File: config.mk
export PLATFORM = sky130hd
export DESIGN_NAME = br_predict_ctrl_flat
export DESIGN_NICKNAME = d
export VERILOG_FILES = /design/src/rtl/br_predict_if.sv /design/src/rtl/br_predict_ctrl.sv /design/src/flat_wrapper.sv
export SDC_FILE = /design/constraint.sdc
export NUM_CORES = 1
export LEC_CHECK = 0
export CAP_MARGIN = 20
export CORE_ASPECT_RATIO = 0.5
export CORE_MARGIN = 5
export CORE_UTILIZATION = 25
export DETAILED_ROUTE_END_ITERATION = 16
export PLACE_DENSITY = 0.48
export SYNTH_ARGS = -nofsm -noshare
export SYNTH_HDL_FRONTEND = slang
export SYNTH_SLANG_ARGS = --single-unit
File: constraint.sdc
create_clock -name clk -period 3.95 [get_ports clk]
set_clock_uncertainty 0.2 [all_clocks]
set_input_delay 0.9875 -clock clk [delete_from_list [all_inputs] [get_ports clk]]
set_output_delay 0.9875 -clock clk [all_outputs]
set_load 0.005 [all_outputs]
File: src/rtl/br_predict_if.sv
// Fetch/EX-side signal bundle of the branch-prediction controller.
// The pipeline side uses master, the controller uses slave.
interface br_predict_if #(
  parameter int STAT_W = 16
);
  logic              btb_hit;
  logic [31:0]       btb_pre_pc;
  logic              stall;
  logic [31:0]       ex_pc;
  logic              ex_is_br;
  logic              ex_taken;
  logic [31:0]       ex_target;
  logic [1:0]        btb_flush;
  logic [31:0]       upd_pc;
  logic [31:0]       upd_target;
  logic              redirect;
  logic [31:0]       redirect_pc;
  logic [STAT_W-1:0] br_cnt;
  logic [STAT_W-1:0] mis_cnt;

  modport master (
    output btb_hit,
    output btb_pre_pc,
    output stall,
    output ex_pc,
    output ex_is_br,
    output ex_taken,
    output ex_target,
    input  btb_flush,
    input  upd_pc,
    input  upd_target,
    input  redirect,
    input  redirect_pc,
    input  br_cnt,
    input  mis_cnt
  );

  modport slave (
    input  btb_hit,
    input  btb_pre_pc,
    input  stall,
    input  ex_pc,
    input  ex_is_br,
    input  ex_taken,
    input  ex_target,
    output btb_flush,
    output upd_pc,
    output upd_target,
    output redirect,
    output redirect_pc,
    output br_cnt,
    output mis_cnt
  );
endinterface

File: src/rtl/br_predict_ctrl.sv
// BTB prediction tracker: carries fetch-time BTB results to EX, resolves
// them, drives BTB update/redirect/squash and keeps per-index hysteresis.
module br_predict_ctrl #(
  parameter int STAT_W = 16
) (
  input  logic         clk,
  input  logic         rst,
  br_predict_if.slave  bp
);

  typedef struct packed {
    logic        v;
    logic        hit;
    logic [31:0] pre_pc;
  } trk_t;

  localparam logic [1:0] FL_NONE = 2'b00;
  localparam logic [1:0] FL_INV  = 2'b01;
  localparam logic [1:0] FL_INST = 2'b10;

  trk_t              r_ifid;
  trk_t              r_idex;
  logic [15:0][1:0]  r_cnt;
  logic [STAT_W-1:0] r_br_cnt;
  logic [STAT_W-1:0] r_mis_cnt;

  logic              w_dec;
  logic [3:0]        w_idx;
  logic [1:0]        w_cnt;
  logic [31:0]       w_seq_pc;
  logic              w_tgt_ok;
  logic              w_a;
  logic              w_b;
  logic              w_c;
  logic              w_d;
  logic              w_f;
  logic [1:0]        w_flush;
  logic              w_redir;
  logic [31:0]       w_rpc;
  logic              w_cnt_we;
  logic [1:0]        w_cnt_nx;

  // A decision needs a live EX slot, an advancing pipe and no reset.
  assign w_dec    = rst && !bp.stall && r_idex.v;
  assign w_idx    = bp.ex_pc[5:2];
  assign w_cnt    = r_cnt[w_idx];
  assign w_seq_pc = bp.ex_pc + 32'd4;
  assign w_tgt_ok = (r_idex.pre_pc == bp.ex_target);

  assign w_a = bp.ex_is_br && bp.ex_taken && r_idex.hit && w_tgt_ok;
  assign w_b = bp.ex_is_br && bp.ex_taken && r_idex.hit && !w_tgt_ok;
  assign w_c = bp.ex_is_br && bp.ex_taken && !r_idex.hit;
  assign w_d = bp.ex_is_br && !bp.ex_taken && r_idex.hit;
  assign w_f = !bp.ex_is_br && r_idex.hit;

  always_comb begin
    w_flush  = FL_NONE;
    w_redir  = 1'b0;
    w_rpc    = 32'd0;
    w_cnt_we = 1'b0;
    w_cnt_nx = w_cnt;
    if (w_dec) begin
      unique case (1'b1)
        w_a: begin
          w_cnt_we = 1'b1;
          w_cnt_nx = (w_cnt == 2'b11) ? 2'b11 : w_cnt + 2'd1;
        end
        w_b, w_c: begin
          w_redir  = 1'b1;
          w_rpc    = bp.ex_target;
          w_flush  = FL_INST;
          w_cnt_we = 1'b1;
          w_cnt_nx = 2'b10;
        end
        w_d: begin
          w_redir  = 1'b1;
          w_rpc    = w_seq_pc;
          w_cnt_we = 1'b1;
          // Strong entries survive one not-taken outcome.
          if (w_cnt[1]) begin
            w_cnt_nx = w_cnt - 2'd1;
          end else begin
            w_flush  = FL_INV;
            w_cnt_nx = 2'b00;
          end
        end
        w_f: begin
          w_redir  = 1'b1;
          w_rpc    = w_seq_pc;
          w_flush  = FL_INV;
          w_cnt_we = 1'b1;
          w_cnt_nx = 2'b00;
        end
        default: begin
          w_cnt_we = 1'b0;
        end
      endcase
    end
  end

  always_ff @(posedge clk or negedge rst) begin
    if (!rst) begin
      r_ifid <= '0;
      r_idex <= '0;
    end else if (!bp.stall) begin
      r_ifid.v      <= !w_redir;
      r_ifid.hit    <= bp.btb_hit;
      r_ifid.pre_pc <= bp.btb_pre_pc;
      r_idex.v      <= r_ifid.v && !w_redir;
      r_idex.hit    <= r_ifid.hit;
      r_idex.pre_pc <= r_ifid.pre_pc;
    end
  end

  always_ff @(posedge clk or negedge rst) begin
    if (!rst) begin
      r_cnt <= '0;
    end else if (w_cnt_we) begin
      r_cnt[w_idx] <= w_cnt_nx;
    end
  end

  always_ff @(posedge clk or negedge rst) begin
    if (!rst) begin
      r_br_cnt  <= '0;
      r_mis_cnt <= '0;
    end else begin
      if (w_dec && bp.ex_is_br && !(&r_br_cnt)) begin
        r_br_cnt <= r_br_cnt + 1'b1;
      end
      if (w_redir && !(&r_mis_cnt)) begin
        r_mis_cnt <= r_mis_cnt + 1'b1;
      end
    end
  end

  assign bp.btb_flush   = w_flush;
  assign bp.redirect    = w_redir;
  assign bp.redirect_pc = w_rpc;
  assign bp.upd_pc      = bp.ex_pc;
  assign bp.upd_target  = bp.ex_target;
  assign bp.br_cnt      = r_br_cnt;
  assign bp.mis_cnt     = r_mis_cnt;

endmodule

File: src/flat_wrapper.sv
// flat-port wrapper written by rule: the top's interface ports become plain ports
module br_predict_ctrl_flat 
#(
  parameter int STAT_W = 16
)
  (clk, rst, bp_btb_hit, bp_btb_pre_pc, bp_stall, bp_ex_pc, bp_ex_is_br, bp_ex_taken, bp_ex_target, bp_btb_flush, bp_upd_pc, bp_upd_target, bp_redirect, bp_redirect_pc, bp_br_cnt, bp_mis_cnt);
  br_predict_if #(.STAT_W(STAT_W)) bp_i ();
  input  logic clk;
  input  logic rst;
  input wire logic [$bits(bp_i.btb_hit)-1:0] bp_btb_hit;
  input wire logic [$bits(bp_i.btb_pre_pc)-1:0] bp_btb_pre_pc;
  input wire logic [$bits(bp_i.stall)-1:0] bp_stall;
  input wire logic [$bits(bp_i.ex_pc)-1:0] bp_ex_pc;
  input wire logic [$bits(bp_i.ex_is_br)-1:0] bp_ex_is_br;
  input wire logic [$bits(bp_i.ex_taken)-1:0] bp_ex_taken;
  input wire logic [$bits(bp_i.ex_target)-1:0] bp_ex_target;
  output wire logic [$bits(bp_i.btb_flush)-1:0] bp_btb_flush;
  output wire logic [$bits(bp_i.upd_pc)-1:0] bp_upd_pc;
  output wire logic [$bits(bp_i.upd_target)-1:0] bp_upd_target;
  output wire logic [$bits(bp_i.redirect)-1:0] bp_redirect;
  output wire logic [$bits(bp_i.redirect_pc)-1:0] bp_redirect_pc;
  output wire logic [$bits(bp_i.br_cnt)-1:0] bp_br_cnt;
  output wire logic [$bits(bp_i.mis_cnt)-1:0] bp_mis_cnt;
  assign bp_i.btb_hit = bp_btb_hit;
  assign bp_i.btb_pre_pc = bp_btb_pre_pc;
  assign bp_i.stall = bp_stall;
  assign bp_i.ex_pc = bp_ex_pc;
  assign bp_i.ex_is_br = bp_ex_is_br;
  assign bp_i.ex_taken = bp_ex_taken;
  assign bp_i.ex_target = bp_ex_target;
  assign bp_btb_flush = bp_i.btb_flush;
  assign bp_upd_pc = bp_i.upd_pc;
  assign bp_upd_target = bp_i.upd_target;
  assign bp_redirect = bp_i.redirect;
  assign bp_redirect_pc = bp_i.redirect_pc;
  assign bp_br_cnt = bp_i.br_cnt;
  assign bp_mis_cnt = bp_i.mis_cnt;
  br_predict_ctrl #(.STAT_W(STAT_W)) u_core (.clk(clk), .rst(rst), .bp(bp_i));
endmodule
==> impl_summary.log <==
INFO  metric status = finished, violations left
INFO  metric failed_checks = negative setup slack
INFO  metric starting_density = 0.255
INFO  metric final_nets = 1,076
INFO  metric finalHoldViolCount = 0
INFO  metric reg2reg_slack = 1.07 ns
INFO  metric dr_iter_0_viols = 269
INFO  metric count_of_distinct_cell_types_in_the_synthesized_netlist = 47
INFO  metric p_int = 3.01 mW
INFO  metric syn_inst = 678
INFO  metric fraction_of_synthesized_area_in_multiplexers = 0.184
INFO  metric flow.area_growth_from_synthesis = 54.8%
INFO  metric min_to = u_core.bp.mis_cnt[14]
INFO  metric chipWidth = 254 um
INFO  metric drv_slew = 0
INFO  metric setup-tns-final = -0.0239 ns
INFO  metric ys.warnings.count = 0
INFO  metric power.switching = 1.12 mW
INFO  metric cts_num_sinks = 132
INFO  metric peakVddDrop = 0.000266 V
INFO  metric holdCritPathClass = reg2reg
INFO  metric placement_rows = 44
INFO  metric finalWorstPathRequiredPeriod = 3.97 ns
INFO  metric number_of_global_route_vias_before_repair = 6,399
INFO  metric grt_overflow_total = 0
INFO  metric pwr_density_cell = 360 nW/um^2
INFO  metric clkTransAtPathRegs = 0.06 ns
INFO  metric worstMarginPinSlew = 0.887 ns
INFO  metric seq_area_frac_synth = 0.445
INFO  metric worstPathRequired = 2.76 ns
INFO  metric io_pins = 233
INFO  metric cp_max_fo = 7
INFO  metric core = 29,100 um^2
INFO  metric pwr-share-comb = 0.214
INFO  metric drt_wl_total = 24,600 um
INFO  metric final_antenna_net_count = 0
INFO  metric worst_setup_path_end_kind = primary output
INFO  metric setup_viol = 1
INFO  metric clock_power_share = 0.391
INFO  metric critical_path_arrival = 2.79 ns
INFO  metric hold_ws = 0.283 ns
INFO  metric synthesis.area = 7410 um^2
INFO  metric finalCoreUtilization = 0.394
INFO  metric postSynthRegisterBits = 132
INFO  metric port_buffers = 232
INFO  metric clockBufferDepth = 2
INFO  metric rsz_0062_raised_after_global_routing = true
INFO  metric total_die_area = 33,400 um^2
INFO  metric cap_viol_max_count = 0
INFO  metric crit_path_cell_trace = buf_8 > xor2_4 > nor4_4 > buf_4 > nand2_4 > nor4_4 > buf_4 > nor2_4 > buf_6 > a22o_1 > buf_2
INFO  metric tritoncts = done
INFO  metric post_synth_xor_area_fraction = 0.104
INFO  metric synth-compound-area-share = 0.0390
INFO  metric crit_path_max_incr_delay = 0.29 ns
INFO  metric clock_insertion_delay_worst_skew = 0.42 ns
INFO  metric yosys.area_share.simple = 0.133
INFO  metric route.detailed.wl_per_inst = 17.9 um
INFO  metric dieHeight = 132 um
INFO  metric dr_total_vias = 5,957
INFO  metric wire_length_of_the_first_global_routing_pass = 38,100 um
INFO  metric grt_use_total = 0.147
INFO  metric synth_nets = 786
INFO  metric critical-path-slowest-cell = nor4_4
INFO  metric remaining_drc_errors = 0
INFO  metric final_cycle_utilization_of_the_critical_path = 1.01
INFO  metric synth_area_per_cell = 10.9 um^2
INFO  metric source_of_the_worst_register_to_register_timing_path = u_core.r_idex[27]
INFO  metric hpwlAfterDp = 18,900 um
INFO  metric numCtsBuffers = 17
INFO  metric layout_commonest_cell = clkdlybuf4s50_1
INFO  metric startpoint_type = input pin
INFO  metric grt_start_max_net_pins = 133
INFO  metric final_cell_mix = clkdlybuf4s50_1, dfrtp_1, buf_4
INFO  metric worstHoldStart = u_core.bp.mis_cnt[14]
INFO  metric worst-r2r-cell-count = 12
INFO  metric antenna_violations_before_repair = 2
INFO  metric power.switching_fraction = 0.271
INFO  metric r2r-end = u_core.r_cnt[5]
INFO  metric drive_gt1_frac = 0.419
INFO  metric seqPwrFrac = 0.395
INFO  metric yosys.area_share.adder = 0.0101
INFO  metric hold_path_depth = 1
INFO  metric layout_setup_ws = -0.0239 ns
INFO  metric p_leak = 5.13 nW
INFO  metric gp_congestion = 0.841
INFO  metric drt_first_pass_iters = 5
INFO  metric post_drt_via_cell_ratio = 4.34
INFO  metric clock.fmax = 252 MHz
INFO  metric synth_top_family_by_area = multiplexers
INFO  metric critical_path_class = in2out
INFO  metric maxSlewHeadroom = 0.409
INFO  metric cts-root-buf = clkbuf_16
INFO  metric deepest_level_of_the_cts_h_tree = 4
[repair_timing]
item                                   4_1_cts  5_1_grt
cloned                                       3        0
setup endpoints to repair                   35       35
setup buffers                               17        4
pin swaps                                   54       21
hold buffers                                 0        0
endpoints found under the hold margin        0        0
gates resized for setup                    353       81
[power by group through the flow]
stage | sequential [mW] | combinational [mW] | clock, mW
after CTS | 1.63 | 0.876 | 1.66
final | 1.63 | 0.882 | 1.61
after global routing | 1.65 | 0.952 | 1.73
after floorplan | 1.61 | 0.369 | 0
after global placement | 1.63 | 0.833 | 0
after detailed placement | 1.64 | 0.839 | 0
[synthesized netlist by cell type (all sizes together)]
cell type,instances,share of area
a211oi,1,0.0017
a21o,1,0.0012
a21oi,3,0.0025
a22o,3,0.0035
a31oi,1,0.0017
and2,4,0.0034
and3,13,0.011
and4,7,0.0083
buf,72,0.074
clkbuf,14,0.0071
dfrtp,132,0.45
ha,6,0.010
inv,8,0.0041
mux2,102,0.15
mux2i,1,0.0014
mux4,8,0.028
nand2,82,0.042
nand2b,4,0.0034
nand3,20,0.014
nand4,12,0.010
nand4b,1,0.0012
nor2,30,0.015
nor2b,1,0.0019
nor3,6,0.0041
nor4,14,0.012
nor4b,1,0.0012
o211ai,1,0.0010
o21ai,32,0.022
o21ba,1,0.0014
o22a,1,0.0012
o31ai,2,0.0027
or2,1,0.00084
or3,3,0.0025
or4,2,0.0020
xnor2,26,0.031
xor2,62,0.073
[layer usage]
layer	wire, um	share of wire	track usage
met1	10200	0.42	0.177
met2	13100	0.53	0.264
met3	557	0.023	0.0274
met4	678	0.028	0.0479
met5	0	0	0
[cell type report]
cell class,count,area [um^2]
Fill cell,2847,17600
Multi-Input combinational cell,452,3960
Sequential cell,132,3300
Timing Repair Buffer,357,3090
Tap cell,391,489
Clock buffer,18,429
Clock inverter,14,175
Inverter,8,30.0
Antenna cell,2,5.00
[worst max path at each step]
stage	endpoint	startpoint	cells after the start	slack (ns)
after floorplan	bp_redirect_pc[28]	bp_ex_pc[2]	8	0.19
after global placement	bp_redirect_pc[30]	bp_ex_pc[2]	10	-0.95
after detailed placement	bp_redirect_pc[28]	bp_ex_pc[2]	10	-1.0
after CTS	bp_redirect_pc[3]	bp_ex_target[24]	11	-0.03
after global routing	bp_redirect_pc[3]	bp_ex_target[27]	11	-0.12
final	bp_redirect_pc[3]	bp_ex_target[27]	11	-0.02
[worst max-delay path: cells and delay by family]
kind	cells	cell delay, ns
buf+inv	5	0.73
simple gates	4	0.72
xor+xnor	1	0.16
compound gates	1	0.19
[kinds of logic (layout without fill, tap and decap cells)]
family,Yosys count,in the layout
other,0,2
adders and majority gates,6,6
AOI/OAI and AO/OA,46,46
and+or+nand+nor,201,201
muxes,111,111
xor gates and xnor gates,88,88
buffers and inverters,94,397
DFF,132,132
[per-stage QoR]
step / cell area, um^2 / total power [mW] / setup slack (ns) / cells
after global placement: 10500 / 2.47 / -0.954 / 1321
after floorplan: 7410 / 1.98 / 0.185 / 678
after CTS: 11400 / 4.17 / -0.0295 / 1371
after detailed placement: 10500 / 2.48 / -1.00 / 1321
final: 11500 / 4.13 / -0.0239 / 1374
after global routing: 11500 / 4.33 / -0.120 / 1374
[sequential cells by signal, summed over array words and instances (netlist names)]
register,flops
u_core.r_idex,34
u_core.r_ifid,34
u_core.r_cnt,32
u_core.bp.mis_cnt,16
u_core.bp.br_cnt,16
Note: power is estimated with default switching activity, not from simulation.
